==> src/rtl/div_pkg.sv <==
// div_pkg: op and state encodings plus a shared negate helper for the divide unit
package div_pkg;
    localparam int XLEN = 32;
    localparam logic [1:0] DIV_OP_DIV  = 2'b00;
    localparam logic [1:0] DIV_OP_DIVU = 2'b01;
    localparam logic [1:0] DIV_OP_REM  = 2'b10;
    localparam logic [1:0] DIV_OP_REMU = 2'b11;
    typedef enum logic [1:0] {
        DIV_ST_IDLE = 2'b00,
        DIV_ST_CALC = 2'b01,
        DIV_ST_DONE = 2'b10
    } div_state_e;
    function automatic logic [XLEN-1:0] neg_if(input logic n, input logic [XLEN-1:0] v);
        return n ? -v : v;
    endfunction
endpackage

==> src/rtl/div.sv <==
// div: multi-cycle RV32M divide unit, radix-2 restoring, one quotient bit per cycle
module div
    import div_pkg::*;
#(
    parameter int DATA_W = 32
) (
    input  logic              clk,
    input  logic              rst,
    input  logic              div_start_i,
    input  logic [1:0]        div_op_i,
    input  logic [DATA_W-1:0] div_dividend_i,
    input  logic [DATA_W-1:0] div_divisor_i,
    input  logic [4:0]        div_rd_addr_i,
    input  logic              div_abort_i,
    output logic              div_hold_flag_o,
    output logic              div_busy_o,
    output logic              div_ready_o,
    output logic [DATA_W-1:0] div_result_o,
    output logic [4:0]        div_rd_addr_o,
    output logic              div_we_o
);
    localparam logic [DATA_W-1:0] INT_MIN = {1'b1, {(DATA_W-1){1'b0}}};
    div_state_e state_q, state_d;
    logic [4:0] cnt_q, cnt_d, rd_q, rd_d;
    logic rem_sel_q, rem_sel_d, neg_q_q, neg_q_d, neg_r_q, neg_r_d;
    logic [DATA_W-1:0] a_q, a_d, b_q, b_d, quo_q, quo_d, rem_q, rem_d;
    logic is_signed, sa, sb, accept;
    logic [DATA_W:0] sh, diff;
    always_comb begin
        is_signed = div_op_i == DIV_OP_DIV || div_op_i == DIV_OP_REM;
        sa = is_signed & div_dividend_i[DATA_W-1];
        sb = is_signed & div_divisor_i[DATA_W-1];
        accept = state_q == DIV_ST_IDLE && div_start_i && !div_abort_i;
        // one restoring step: diff[DATA_W] set means the trial subtract went negative
        sh = {rem_q, a_q[DATA_W-1]};
        diff = sh - {1'b0, b_q};
        state_d = state_q;
        cnt_d = cnt_q;
        rd_d = rd_q;
        rem_sel_d = rem_sel_q;
        neg_q_d = neg_q_q;
        neg_r_d = neg_r_q;
        a_d = a_q;
        b_d = b_q;
        quo_d = quo_q;
        rem_d = rem_q;
        if (div_abort_i) begin
            state_d = DIV_ST_IDLE;
        end else if (accept) begin
            rem_sel_d = div_op_i == DIV_OP_REM || div_op_i == DIV_OP_REMU;
            rd_d = div_rd_addr_i;
            cnt_d = '0;
            a_d = neg_if(sa, div_dividend_i);
            b_d = neg_if(sb, div_divisor_i);
            quo_d = '0;
            rem_d = '0;
            neg_q_d = sa ^ sb;
            neg_r_d = sa;
            state_d = DIV_ST_CALC;
            // special cases bypass iteration and must not be sign-corrected
            if (div_divisor_i == '0) begin
                quo_d = '1;
                rem_d = div_dividend_i;
                neg_q_d = 1'b0;
                neg_r_d = 1'b0;
                state_d = DIV_ST_DONE;
            end else if (is_signed && div_dividend_i == INT_MIN && div_divisor_i == '1) begin
                quo_d = INT_MIN;
                neg_q_d = 1'b0;
                neg_r_d = 1'b0;
                state_d = DIV_ST_DONE;
            end
        end else if (state_q == DIV_ST_CALC) begin
            a_d = a_q << 1;
            rem_d = diff[DATA_W] ? sh[DATA_W-1:0] : diff[DATA_W-1:0];
            quo_d = {quo_q[DATA_W-2:0], ~diff[DATA_W]};
            cnt_d = cnt_q + 5'd1;
            state_d = cnt_q == 5'd31 ? DIV_ST_DONE : DIV_ST_CALC;
        end else if (state_q == DIV_ST_DONE) begin
            state_d = DIV_ST_IDLE;
        end
    end
    always_comb begin
        div_busy_o = state_q != DIV_ST_IDLE;
        div_hold_flag_o = accept || (state_q == DIV_ST_CALC && !div_abort_i);
        div_ready_o = state_q == DIV_ST_DONE && !div_abort_i;
        div_we_o = div_ready_o;
        div_rd_addr_o = rd_q;
        div_result_o = !div_ready_o ? '0 : rem_sel_q ? neg_if(neg_r_q, rem_q) : neg_if(neg_q_q, quo_q);
    end
    always_ff @(posedge clk or posedge rst) begin
        if (rst) begin
            state_q <= DIV_ST_IDLE;
            cnt_q <= '0;
            rd_q <= '0;
            rem_sel_q <= 1'b0;
            neg_q_q <= 1'b0;
            neg_r_q <= 1'b0;
            a_q <= '0;
            b_q <= '0;
            quo_q <= '0;
            rem_q <= '0;
        end else begin
            state_q <= state_d;
            cnt_q <= cnt_d;
            rd_q <= rd_d;
            rem_sel_q <= rem_sel_d;
            neg_q_q <= neg_q_d;
            neg_r_q <= neg_r_d;
            a_q <= a_d;
            b_q <= b_d;
            quo_q <= quo_d;
            rem_q <= rem_d;
        end
    end
endmodule
==> config.mk <==
export PLATFORM = sky130hd
export DESIGN_NAME = div
export DESIGN_NICKNAME = d
export VERILOG_FILES = /design/src/rtl/div_pkg.sv /design/src/rtl/div.sv
export SDC_FILE = /design/constraint.sdc
export NUM_CORES = 1
export LEC_CHECK = 0
export ABC_AREA = 0
export CAP_MARGIN = 5
export CORE_MARGIN = 4
export CORE_UTILIZATION = 51
export DETAILED_ROUTE_END_ITERATION = 10
export HOLD_SLACK_MARGIN = 0.03
export PLACE_DENSITY = 0.73
export SYNTH_ARGS = -nofsm -noshare
export SYNTH_HDL_FRONTEND = slang
export SYNTH_SLANG_ARGS = --single-unit
export TNS_END_PERCENT = 100
==> constraint.sdc <==
create_clock -name clk -period 13.2 [get_ports clk]
set_input_delay 2.64 -clock clk [delete_from_list [all_inputs] [get_ports clk]]
set_output_delay 2.64 -clock clk [all_outputs]
set_load 0.05 [all_outputs]
==> out/metrics.yaml <==
antenna_found_initial: 0
setup_slack_ns: 5.44
drtIter0Drc: 769
cp-end-kind: "primary output"
ys_ff_latch: 143
grt-ovfl-total: 0
stdcell_count: 1750
total_leakage_power_nw: 5.27
utilization_pct: 60.9
cp_top_family: "buffers and inverters"
finalCritPeriodShare_pct: 58.8
fp.dieH_um: 155
synth-edff-count: 0
h-tree-depth: 4
num_io_pins: 116
clockBufferDepth: 2
grt_pass1_vias: 9865
area_delta_synth_final_pct: 16.9
gp_congestion: 0.921
hold_violations: 0
via_per_inst: 6.03
crit_type: "input pin to primary output"
syn_inst: 1402
hp-class: "flop to flop"
cts_setup_buffers: 0
drc: 0
async_reset_ff_share_pct: 100
path_buf_inv: 4
finClkSkew_ns: 0.00700
num-fill-cells: 1912
maxSlewViolCount: 0
avgSynthCellArea_sq_um: 7.84
critPathMostFrequentCell: "clkdlybuf4s50_1"
drive_gt1_share_pct: 4.27
ir_drop_v: 0.000117
status: "completed"
power_density_nw_per_um2: 210
yosysWarnings: 0
timing.rr.start: "rem_q[0]"
synth_fp_nets: 1520
ys_types: 62
path_clk_slew_ns: 0.06
post-place-cells: 1718
hpwl_mm: 23.4
finalSetupTns_ns: 0
cp.depth: 6
ant_nets: 0
row_count: 53
setup_viol: 0
fmax_mhz: 129
drt-total-wl_mm: 31.7
synth_ff_type: "dfrtp_1"
r2r_end: "rem_q[0]"
numClockSinks: 143
cts_hold_buffers: 0
min_period_ns: 7.76
port_buffers: 115
syn-cell-area_sq_um: 11000
clk_latency_ns: 0.43
cts_tree: "yes"
grt_pass1_wl_mm: 51.1
numCtsBuffers: 17
grt_setup_unrepaired: "no"
final_nets: 1580
avgRoutedWirePerCell_um: 18.1
crit_chain: "clkdlybuf4s50_1, nor2b_4, buf_4, nor2_1, inv_1, clkdlybuf4s50_1"
cpPeakStageDelay_ns: 0.84
cap_violations: 0
die_x_um: 155
startpoint_type: "input pin"
dr.pass1.iters: 6
cts_resized: 0
whs_ns: 0.480
place_ws_ns: 5.44
crit_arrival_ns: 5.12
max_slew.worst_pin.slew_ns: 1.23
start_util_pct: 52.1
worstSetupEndpoint: "div_hold_flag_o"
coreArea_sq_um: 21100
antennaDiodeCount: 0
yosysSeqAreaShare_pct: 32.6
dieArea_sq_um: 24000
crit_required_ns: 10.56
crit_fanout: 81
grt_max_degree: 90
clockRootBuffer: "clkbuf_16"
relSlewSlack_pct: 17.6
crit_slowest_cell: "clkdlybuf4s50_1"
track_usage_pct: 26.2
reg2reg_setup_slack_ns: 8.72
vias: 10545
rr_worst_depth: 12
startpoint: "div_abort_i"
## routing by layer
metal	wire, um	track usage (%)
met4	960	9.42
met5	0	0
met2	15000	43.3
met1	13500	34.7
met3	2170	4.62
## placed cells by master, fill, tap and decap left out, drive strengths merged, types with 3 or more instances in the layout
master / count
or4: 14
o21a: 4
nand3b: 5
dfrtp: 143
xor2: 68
o31ai: 29
nand3: 16
or3: 13
and2: 3
inv: 59
a211oi: 45
buf: 12
clkdlybuf4s50: 115
o22ai: 3
nand2: 238
a31oi: 61
ha: 42
nor2b: 10
o21bai: 3
clkinv: 3
a22oi: 18
nor3: 36
o41ai: 19
nand4: 12
a21oi: 81
nor2: 109
and3: 13
mux2i: 21
o21ai: 109
nand2b: 13
a21o: 9
xnor2: 76
or2: 5
o211ai: 6
nor4: 14
clkbuf: 18
## report_power, final
part           switching [mW]  internal (mW)  total (mW)  leakage, nW
registers               0.215          0.581       0.796         1.76
clock network           0.209          0.266       0.476        0.277
logic                   0.839          0.594        1.43         3.23
## cell type report
cell class | instances | area (sq um) | share of cell area, %
inverter | 51 | 196 | 1.53
clock inverter | 14 | 146 | 1.14
timing repair buffer | 127 | 1240 | 9.66
multi-input combinational | 1122 | 6910 | 53.8
tap | 275 | 344 | 2.68
clock buffer | 18 | 429 | 3.34
sequential | 143 | 3580 | 27.9
## synthesized netlist by cell type, types with 4 or more instances
library cell	number	area share [%]
nand2_1	237	8.1
nor3_1	36	1.6
o41ai_1	19	1.5
or4_1	14	0.96
o21a_1	4	0.27
dfrtp_1	143	33
nor4_1	13	0.74
clkbuf_1	78	2.7
mux2i_1	21	1.9
a21o_1	9	0.61
inv_1	51	1.7
nand3_1	16	0.73
or2_2	5	0.28
nor2b_1	10	0.57
buf_1	4	0.14
a22oi_1	18	1.2
a31oi_1	61	3.5
nor2_1	109	3.7
ha_1	42	4.8
xnor2_1	76	6.1
nand4_1	12	0.68
nand3b_1	5	0.34
xor2_1	68	5.4
o211ai_1	6	0.41
and3_1	13	0.74
o21ai_0	108	4.9
nand2b_1	13	0.74
o31ai_1	29	2.0
a21oi_1	81	3.7
a211oi_1	45	3.1
or3_1	12	0.68
## how the worst min path moves through the flow
| stage | from | endpoint | slack [ns] | cells after the start |
|---|---|---|---|---|
| after floorplan | b_q[10] | b_q[10] | 0.45 | 2 |
| after global placement | b_q[30] | b_q[30] | 0.46 | 2 |
| after detailed placement | div_rd_addr_o[2] | div_rd_addr_o[2] | 0.47 | 2 |
| after CTS | b_q[10] | b_q[10] | 0.48 | 2 |
| after global routing | b_q[20] | b_q[20] | 0.51 | 2 |
| final | b_q[10] | b_q[10] | 0.48 | 2 |
## sequential cells by signal (all words and copies together) (netlist names)
name / count
a_q: 32
b_q: 32
quo_q: 32
rem_q: 32
cnt_q: 5
div_rd_addr_o: 5
state_q: 2
neg_q_q: 1
neg_r_q: 1
rem_sel_q: 1
## worst register-to-register path, stage by stage (launching register included)
cell      delay (ns)
dfrtp_1         0.58
inv_1           0.15
fa_1            0.42
nand2b_1        0.20
a21oi_1         0.28
o31ai_1         0.11
buf_4           0.16
a211oi_1        0.45
nor3b_1         0.21
xnor2_2         0.75
buf_4           0.50
mux2_2          0.40
o21ai_0         0.17
## kinds of logic (layout without fill, tap and decap cells)
| logic type | after synthesis | in the layout | share of synthesized area [%] |
|---|---|---|---|
| and+or+nand+nor | 510 | 510 | 21.3 |
| xor gates and xnor gates | 144 | 144 | 11.5 |
| DFF | 143 | 143 | 32.6 |
| AOI/OAI and AO/OA | 403 | 403 | 22.9 |
| buffers and inverters | 137 | 210 | 4.79 |
| muxes | 22 | 22 | 2.02 |
| adders and majority gates | 43 | 43 | 4.96 |
## per-stage QoR
step	instance area (sq um)	total power, mW
floorplan	11000	1.81
global placement	12300	2.19
detailed placement	12300	2.21
CTS	12900	2.69
global route	12900	2.91
finish	12900	2.70
No activity file was read; power rests on OpenSTA's default activity.
